==> src/rtl/mismatch_log_fifo.sv <==
// mismatch_log_fifo: small FIFO of failing-pixel records, drops writes when full, registered read data
module mismatch_log_fifo #(
   parameter int WIDTH = 23,
   parameter int DEPTH = 8
) (
   input  logic             clk,
   input  logic             rst_n,
   input  logic             clr,
   input  logic             wr,
   input  logic [WIDTH-1:0] wdata,
   input  logic             rd,
   output logic [WIDTH-1:0] rdata,
   output logic             empty
);
   localparam int AW = DEPTH > 1 ? $clog2(DEPTH) : 1;
   localparam int UW = $clog2(DEPTH + 1);
   logic [WIDTH-1:0] mem [DEPTH];
   logic [AW-1:0] wp, rp;
   logic [UW-1:0] used;
   logic do_wr, do_rd;
   assign empty = used == '0;
   assign do_wr = wr & (used != UW'(DEPTH));
   assign do_rd = rd & ~empty;
   function automatic logic [AW-1:0] inc(input logic [AW-1:0] p);
      return (p == AW'(DEPTH - 1)) ? '0 : p + AW'(1);
   endfunction
   // pointers, fill level and read register; clear wins over any access
   always_ff @(posedge clk or negedge rst_n) begin
      if (!rst_n) begin
         wp <= '0;
         rp <= '0;
         used <= '0;
         rdata <= '0;
      end else if (clr) begin
         wp <= '0;
         rp <= '0;
         used <= '0;
         rdata <= '0;
      end else begin
         if (do_wr) wp <= inc(wp);
         if (do_rd) begin
            rp <= inc(rp);
            rdata <= mem[rp];
         end
         used <= used + UW'(do_wr) - UW'(do_rd);
      end
   end
   // storage array carries no reset
   always_ff @(posedge clk) begin
      if (do_wr && !clr) mem[wp] <= wdata;
   end
endmodule

==> config.mk <==
export PLATFORM = sky130hd
export DESIGN_NAME = mismatch_log_fifo
export DESIGN_NICKNAME = d
export VERILOG_FILES = /design/src/rtl/mismatch_log_fifo.sv
export SDC_FILE = /design/constraint.sdc
export NUM_CORES = 1
export LEC_CHECK = 0
export CAP_MARGIN = 20
export CELL_PAD_IN_SITES_DETAIL_PLACEMENT = 1
export CELL_PAD_IN_SITES_GLOBAL_PLACEMENT = 1
export CORE_MARGIN = 4
export CORE_UTILIZATION = 51
export CTS_BUF_LIST = sky130_fd_sc_hd__clkbuf_16
export CTS_CLUSTER_SIZE = 28
export DETAILED_ROUTE_END_ITERATION = 10
export PLACE_DENSITY = 0.82
export SETUP_SLACK_MARGIN = 0.5
export SLEW_MARGIN = 20
export SYNTH_ARGS = -nofsm -noshare
export SYNTH_HDL_FRONTEND = slang
export SYNTH_SLANG_ARGS = --single-unit
==> constraint.sdc <==
create_clock -name clk -period 4.1 [get_ports clk]
set_input_delay 0.82 -clock clk [delete_from_list [all_inputs] [get_ports clk]]
set_output_delay 0.82 -clock clk [all_outputs]
set_load 0.02 [all_outputs]
==> summary.txt <==
Clock network
  – TritonCTS buffer count: 22
  – Reg clk slew, reported paths: 0.06 ns
  – Worst-Skew Late Latency: 0.49 ns
  – Clock tree from TritonCTS: done
  – Hold Buf Count CTS: 0
  – Post-CTS Setup Bufs: 0
  – # resized after CTS: 0
  – Max Root-Sink Buffers: 3
  – Clock sink count: 217
  – H-Tree Depth: 1
  – CTS root buf: clkbuf_16

Placed design
  – IO buf count: 51
  – Post-DP HPWL: 12000 um
  – Placed Cells: 724
  – Placer congestion estimate: 0.725

Power and ir drop
  – Switching power share of the total: 27.0%
  – Clock share of power: 32.1%
  – Power density cells: 572 mW/mm^2
  – Leakage: 3.44 nW
  – Combinational share of power: 21.6%
  – Maximum VDD drop: 0.382 mV
  – Switching power total: 1.55 mW
  – Internal: 4.21 mW
  – Sequential Power Share: 46.4%

Worst setup path
  – Crit path max-delay family: buffers and inverters
  – CP most frequent cell: inv_1
  – Reg2Reg Launch Point: used[2]
  – CP Class: reg2out
  – WP data arrival: 2.22 ns
  – CP Launch Type: register
  – Max incr delay on CP: 0.61 ns
  – Worst Path Buf+Inv: 3
  – Req. time, crit path: 3.28 ns
  – Crit-path max FO: 3
  – Critical Path End Type: output pin
  – R2R setup slack: 1.59 ns
  – R2r worst-path depth: 11
  – RR Endpoint: used[2]
  – Worst path slowest cell: clkdlybuf4s50_1
  – Critical path, cell by cell: inv_1 > ha_1 > or3b_4 > inv_1 > clkdlybuf4s50_1

Detailed routing
  – DRC violations left: 0
  – Routed Antenna Nets: 0
  – TritonRoute pass-1 iters: 4
  – DR WL met2: 10400 um
  – Met3 WL: 1120 um
  – Top sig layer: met4
  – Via-to-Cell Ratio: 5.77
  – Met1 wire length: 7690 um
  – Iteration-0 DRC Markers: 320
  – DRT Wirelength: 19700 um
  – Via count: 4415
  – Wire length per cell: 25.7 um

STA
  – Final Cycle Share: 74.2%
  – Fin. Hold Viols: 0
  – Min cycle time layout: 3.04 ns
  – Rel. slew slack: 33.9%
  – Clk_skew: 0.00573 ns
  – RSZ-0062 raised after global routing: no
  – Setup TNS: 0 ns
  – Final slew viol count: 0
  – Worst-Margin Slew: 0.991 ns
  – Final setup violation count: 0
  – Fmax achieved: 329 MHz

Synthesis
  – XOR/XNOR Fraction of Synth Area: 0.201%
  – Synth Net Count: 503
  – Synth warn: 0
  – Synth Area in Compound Gates: 5.61%
  – Post-Syn Instances: 464
  – Mux contribution to synthesized area: 12.2%
  – Adder-Cell Fraction of Synth Area: 1.67%
  – Synth unique cells: 35
  – Simple-gate share of the synthesized area: 4.44%
  – Synth Register Bits: 217
  – Cell area after synthesis: 0.00870 sq mm
  – Mean post-synth cell area: 18.8 sq um
  – Largest family of logic cells by synthesized area: multiplexers
  – Sequential area share after synthesis: 73.0%

GRT
  – Number of global-route vias before repair: 4968
  – First-pass GRT wire length: 30400 um
  – Largest net degree at the start of global routing: 73
  – Grt ovf: 0
  – Total GRT Usage: 20.6%
  – Initial antenna violation count: 0

Cells and area
  – Final net count: 568
  – Synth-to-Final Area Change: 15.8%
  – Layout cell share with drive strength beyond 1: 26.6%
  – Ant. Diodes: 0
  – Commonest cells after routing, fill and taps aside: edfxtp_1 (184), clkdlybuf4s50_1 (50), mux2_2 (46), dfrtp_1 (32), nand2_1 (28)
  – Commonest non-fill, non-tap cell in the layout: edfxtp_1
  – Final core utilization: 60.6%
  – Filler cells: 1442
  – Non-Filler Instances: 765

Floorplan
  – Initial Utilization: 52.3%
  – Die Ht: 139 um
  – Core area: 0.0166 sq mm
  – Die X: 139 um
  – Top Ports: 52
  – Core Rows: 47
  – Die ar.: 0.0192 sq mm

Worst hold path
  – Worst hold path type: in2async

Outcome
  – Status: completed

Job
  – Maxcap violations: 0
power by group through the flow:
stage                     registers (mW)  clock network, mW  logic (mW)
after floorplan                     2.72                  0       0.851
after CTS                           2.74               1.89        1.19
final                               2.67               1.85        1.24
after global routing                2.69               1.99        1.33
after global placement              2.77                  0        1.11
after detailed placement            2.78                  0        1.17
synth_stat cells, drive strengths merged:
cell type | n | share of area (%)
or3 | 2 | 0.14
nor3 | 2 | 0.12
or2 | 2 | 0.14
nand2b | 4 | 0.29
edfxtp | 184 | 63
a21oi | 4 | 0.36
buf | 20 | 2.3
nor2 | 16 | 0.69
fa | 1 | 0.23
xnor2 | 2 | 0.20
o22ai | 23 | 1.7
ha | 10 | 1.4
nor2b | 19 | 1.5
mux2 | 46 | 6.0
dfrtp | 33 | 9.5
nand2 | 29 | 1.3
a22o | 2 | 0.20
o31ai | 25 | 3.3
mux2i | 1 | 0.12
dlygate4sd1 | 1 | 0.10
clkbuf | 3 | 0.13
a21o | 1 | 0.086
mux4 | 23 | 6.1
or3b | 3 | 0.33
inv | 8 | 0.35
metal layers:
layer | global-route usage (%) | up-vias
met1 | 27.1 | 2282
met5 | 0 | -
met2 | 35.7 | 142
met4 | 6.64 | 0
li1 | - | 1949
met3 | 3.21 | 42
cell families (layout without fill, tap and decap cells):
logic type	after synthesis	count (layout)
simple gates	77	77
fa+ha+maj	11	11
flops	217	217
xor+xnor	2	2
mux	70	70
buf+inv	32	113
compound gates	55	55
stage by stage:
stage	total power, mW	setup slack [ns]	hold WS (ns)	cell area, sq um
after floorplan	3.57	0.568	0.524	8700
after global routing	6.02	0.972	0.491	10100
after detailed placement	3.95	1.10	0.474	9390
after global placement	3.88	1.20	0.465	9390
final	5.76	1.06	0.443	10100
after CTS	5.82	1.02	0.463	10100
state kept, by name (all words and copies together) (netlist names):
signal,count
mem,184
rdata,23
rp,3
used,4
wp,3
layout make-up:
class / count / area [sq um] / area share, %
timing repair buffer: 65 / 623 / 6.18
tap: 220 / 275 / 2.73
multi-input combinational: 215 / 2120 / 21.1
inverter: 8 / 30.0 / 0.298
clock inverter: 17 / 97.6 / 0.968
sequential: 217 / 6350 / 63.0
clock buffer: 23 / 576 / 5.71
how the worst max path moves through the flow:
stage | start | end | slack, ns | cells past startpoint
floorplan | clr | mem[1][0] | 0.57 | 3
detailed placement | clr | mem[1][0] | 1.10 | 4
global route | used[2] | empty | 0.97 | 5
global placement | clr | mem[1][19] | 1.20 | 4
CTS | used[2] | empty | 1.02 | 5
finish | used[2] | empty | 1.06 | 5
Power figures use the tool's default switching activity.
